[src/rtl/not_32.sv]
// -----------------------------------------------------------------------------
// not_32 -- bitwise inverter (one's complement) for the ALU datapath.
//
// The primary output `result` is pure continuous logic (~A). It has zero
// latency and never depends on clock, clear or en. A registered copy of the
// result plus two status flags and a one-cycle valid strobe are provided for
// pipelined consumers such as the Z register path and the condition logic.
//
// Parameters:
//   WIDTH     operand/result width in bits (default 32)
//
// Ports:
//   clock     in   1      rising-edge clock, used by the registered outputs only
//   clear     in   1      asynchronous active-high reset of the registered outputs
//   A         in   WIDTH  operand
//   en        in   1      load enable for result_q / zero_q / ones_q / valid_q
//   result    out  WIDTH  combinational ~A
//   result_q  out  WIDTH  registered ~A
//   zero_q    out  1      registered flag: ~A == 0 (A all ones)
//   ones_q    out  1      registered flag: ~A all ones (A == 0)
//   valid_q   out  1      high for exactly the cycle after a load with en=1
// -----------------------------------------------------------------------------
module not_32 #(
    parameter int WIDTH = 32
) (
    input  logic             clock,
    input  logic             clear,
    input  logic [WIDTH-1:0] A,
    input  logic             en,
    output logic [WIDTH-1:0] result,
    output logic [WIDTH-1:0] result_q,
    output logic             zero_q,
    output logic             ones_q,
    output logic             valid_q
);

    // Strictly bitwise: an X/Z on one operand bit only corrupts that result bit.
    assign result = ~A;

    // Flags are derived from the operand rather than from `result` so that the
    // reduction does not add an inverter stage in front of the flag registers.
    logic a_all_ones;
    logic a_all_zero;

    assign a_all_ones = &A;
    assign a_all_zero = ~|A;

    // Reset state describes "nothing loaded yet": result_q is 0, so zero_q is
    // 1 to stay consistent with it. clear has priority over a same-edge load.
    // NOTE: sequential state uses non-blocking assignments so every register
    // samples the pre-edge values, independent of statement order.
    always_ff @(posedge clock or posedge clear) begin
        if (clear) begin
            result_q <= '0;
            zero_q   <= 1'b1;
            ones_q   <= 1'b0;
            valid_q  <= 1'b0;
        end else begin
            // valid_q is a strobe: it tracks en every cycle rather than holding.
            valid_q <= en;
            if (en) begin
                result_q <= ~A;
                zero_q   <= a_all_ones;
                ones_q   <= a_all_zero;
            end
        end
    end

endmodule

[config.mk]
export PLATFORM = sky130hd
export DESIGN_NAME = not_32
export DESIGN_NICKNAME = d
export VERILOG_FILES = /design/src/rtl/not_32.sv
export SDC_FILE = /design/constraint.sdc
export NUM_CORES = 1
export LEC_CHECK = 0
export CAP_MARGIN = 40
export CORE_UTILIZATION = 32
export CTS_CLUSTER_DIAMETER = 100
export CTS_CLUSTER_SIZE = 28
export DETAILED_ROUTE_END_ITERATION = 8
export HOLD_SLACK_MARGIN = 0.05
export PLACE_DENSITY = 0.77
export SYNTH_ARGS = -nofsm -noshare
export SYNTH_HDL_FRONTEND = slang
export SYNTH_SLANG_ARGS = --single-unit
[constraint.sdc]
create_clock -name clock -period 1.1 [get_ports clock]
set_clock_uncertainty 0.2 [all_clocks]
set_input_delay 0.165 -clock clock [delete_from_list [all_inputs] [get_ports clock]]
set_output_delay 0.165 -clock clock [all_outputs]
set_load 0.005 [all_outputs]
# Word-level counts from Yosys, hierarchy flattened
# Cells that the tools add are included.
# Widths: inputs -> output; s select.
[word_totals]
register_bits = 35
latchBits = 0
ramBits = 0
romBits = 0
word_cells = 8
n_memories = 0
[op_classes]
addsub = 0
mul = 0
div = 0
magnitude_cmp = 0
n_eq_ne = 0
shifts = 0
n_mux = 0
n_bitwise = 1
n_reduce_logical = 3
[op_table]
columns = ["cell", "n"]
rows = [
  ["$not 32->32", 1],
  ["$reduce_and 32->1", 1],
  ["$reduce_or 32->1", 1],
  ["$logic_not 1->1", 1],
]

# Depth between registers and ports, before layout
[logic_depth]
depth_word = 2
depth_mapped = 5
depth_no_buf = 3

# Least setup slack after synthesis
# OpenSTA, ideal clock, no wires.
[synth_timing]
kind = "input to register"
from = "in en"
to = "reg result_q[0]"
arrival_ns = 0.986
required_ns = 0.775
slack_ns = -0.211
path_stages = 4
n_path_buf = 2
path_cell_list = "buf_2 -> inv_2 -> buf_2 -> mux2_2"
[synth_rtl]
columns = ["item", "line_no", "source"]
rows = [
  ["start: declaration", "29", "input logic en,"],
  ["end signal: assignment", "62", "result_q <= ~A;"],
  ["end: declaration", "31", "output logic [WIDTH-1:0] result_q,"],
]
# No word-level cell between the ends.

# Worst setup path after layout
[layout_timing]
from = "reg zero_q"
to = "out zero_q"
[layout_rtl]
columns = ["item", "line_no", "source"]
rows = [
  ["start: declaration", "32", "output logic zero_q,"],
  ["start signal: assignment", "63", "zero_q <= a_all_ones;"],
]
# No word-level cell between the ends.

==> flow_metrics.py <==
metrics = {
    "outcome": {
        "status": "finished with violations",
        "violations": "hold timing, setup timing",
    },
    "placed_design": {
        "place_congestion": 0.8677,
        "dp_hpwl_um": 3999,
        "io_buffers": 101,
        "dp_cells": 346,
        "place_area_um2": 2968,
    },
    "worst_setup_path": {
        "crit_path_max_fanout": 2,
        "cpPeakStageDelay_ps": 540,
        "critPathLaunchType": "flip-flop",
        "setup.worst_path.class": "reg -> out",
        "reg2reg_depth": 3,
        "worst_r2r_startpoint": "zero_q",
        "path_delay_family": "flip-flops",
        "arrival_ps": 920,
        "end_kind": "output port",
        "path_buf_inv": 1,
        "path_cells": "buf_6",
        "crit_slowest_cell": "dfstp_2",
        "worst_ep_required_time_ps": 730,
        "r2r_setup_slack_ps": 10,
        "r2r_end": "zero_q",
    },
    "timing": {
        "rsz0062_at_grt": "yes",
        "tightest_slew_ps": 235.3,
        "hold_viol": 2,
        "slew_viol_final": 0,
        "slew_headroom": 0.8420,
        "finalSetupViolCount": 36,
        "timing.final.crit_share": 1.167,
        "clock.fmax_mhz": 779.3,
        "worst_slack_ps": -183.2,
        "timing.hold.ws_ps": -15.17,
        "period_minus_slack_ps": 1283,
    },
    "cells_and_area": {
        "area_growth_pct": 112.6,
        "final_area_um2": 3187,
        "n_fill_cell": 333,
        "final_cell_mix": "buf_2, buf_4, dfrtp_1",
        "n_antenna_cell": 0,
        "stdcell_count": 379,
        "fin_util": 0.7219,
        "final_nets": 361,
        "mostFrequentLayoutCell": "buf_2",
        "drive_gt1_frac": 0.6239,
    },
    "power": {
        "ir_drop_v": 0.0005882,
        "p_leak_nw": 1.638,
        "powerDensity_nw_per_um2": 1026,
    },
    "hold_path": {
        "hold_end": "result_q[10]",
        "holdPathStages": 3,
        "hold_class": "in -> reg",
        "min_from": "A[10]",
    },
    "detailed_routing": {
        "postRouteAntennaNets": 0,
        "dr.pass1.iters": 4,
        "drt_first_iter_violations": 50,
        "wl_per_cell_um": 15.64,
        "drc": 0,
        "wl_um": 5926,
        "avgViaCountPerCell": 4.763,
        "vias": 1805,
    },
    "floorplan": {
        "die_area_um2": 4962,
        "initial_core_util": 0.3396,
        "io_pins": 102,
        "dieHeight_um": 70.44,
        "num_rows": 24,
        "coreArea_um2": 4414,
        "die_w_um": 70.44,
    },
    "clock_network": {
        "path_clk_slew_ps": 60,
        "cts_tree": "yes",
        "htreeDepth": 2,
        "cts_sinks": 35,
        "cts_buffers": 5,
        "clock_latency_ps": 280,
        "cts_root_buf": "clkbuf_8",
        "cts_buffer_depth": 2,
    },
    "synthesis": {
        "yosysSeqAreaShare": 0.5851,
        "synthCells": 149,
        "yosysTopAreaCell": "dfrtp_1",
        "synth_edf_count": 0,
        "syn-num-nets": 184,
        "synth_ff_type": "dfrtp_1",
        "yosysWarnings": 0,
        "synth_seq_cells": 35,
        "syn_area_um2": 1499,
        "synth_area_leaders": "dfrtp_1, mux2_2, inv_1",
        "async_reset_ff_frac": 1.000,
        "yosysUniqueCellTypes": 16,
        "synth_top_cell_area_share": 0.5676,
        "synth_area_per_cell_um2": 10.06,
    },
    "flow_run": {
        "maxCapViolCount": 0,
    },
    "global_routing": {
        "grt_max_degree": 21,
        "grt_first_pass_wirelength_um": 9301,
        "antenna_found_initial": 0,
        "overflow": 0,
        "grt_usage": 0.2465,
        "grt_pass1_vias": 1849,
    },
}
==> through the flow <==
stage               worst slack (ps)  hold slack (ps)  total power (W)  TNS [ps]
floorplan                     -140.2           -88.29         0.001707    -171.9
global placement              -735.1            268.2         0.002384    -34240
detailed placement            -745.3            274.8         0.002406    -35310
CTS                           -179.7           -20.35         0.003228     -2052
global route                  -212.9           -11.63         0.003440     -2942
finish                        -183.2           -15.17         0.003270     -1836
==> synth_stat cells (all sizes together), types with 2 or more instances <==
| library cell | number |
|---|---|
| nor4 | 8 |
| inv | 34 |
| nand4 | 9 |
| mux2 | 14 |
| nor2 | 18 |
| o31ai | 2 |
| a21oi | 18 |
| nand2 | 3 |
| dfrtp | 34 |
| or4 | 2 |
| buf | 5 |
==> worst max-delay path by stage <==
stage                       from  endpoint  slack (ps)  cells after the start
after detailed placement    A[7]    zero_q        -750                      4
final                     zero_q    zero_q        -180                      1
after global routing      zero_q    zero_q        -210                      1
after floorplan             A[7]    zero_q        -140                      3
after CTS                 zero_q    zero_q        -180                      1
after global placement     A[27]    ones_q        -740                      6
==> what timing repair did <==
action	4_1_cts	5_1_grt
endpoints found under the setup margin	93	47
hold endpoints to repair	14	11
setup buffers	13	7
hold buffers	9	2
pin swaps	21	11
resized for setup	419	20
==> per-layer routing <==
metal,GRT usage,part of all wire
met5,0,0
met4,0.1089,0.026
met3,0.05195,0.062
met2,0.4487,0.55
met1,0.2721,0.37
==> report_power, final <==
group          switching (W)  internal (W)  leakage, nW
combinational       0.000399      0.000549         1.20
clock               0.000419      0.000449       0.0395
sequential         0.0000530       0.00140        0.400
==> layout make-up <==
class | instances | area, um^2 | area share
repair buffers | 175 | 1371 | 0.4303
multi-input cells | 75 | 654.4 | 0.2053
flip-flops and latches | 35 | 877.1 | 0.2752
inverters | 34 | 138.9 | 0.04358
clock buffers | 8 | 80.08 | 0.02513
well taps | 52 | 65.06 | 0.02042
==> cell families (layout without fill, tap and decap cells) <==
kind of cell    Yosys count  count (layout)  synth area share
flops                    35              35            0.5851
compound gates           20              20           0.07346
mux                      14              14            0.1052
simple gates             41              41            0.1369
buf+inv                  39             217           0.09933
==> state kept, by name, indices dropped and copies added (netlist names) <==
register	cells
result_q	32
zero_q	1
valid_q	1
ones_q	1
No activity file was read; power rests on OpenSTA's default activity.
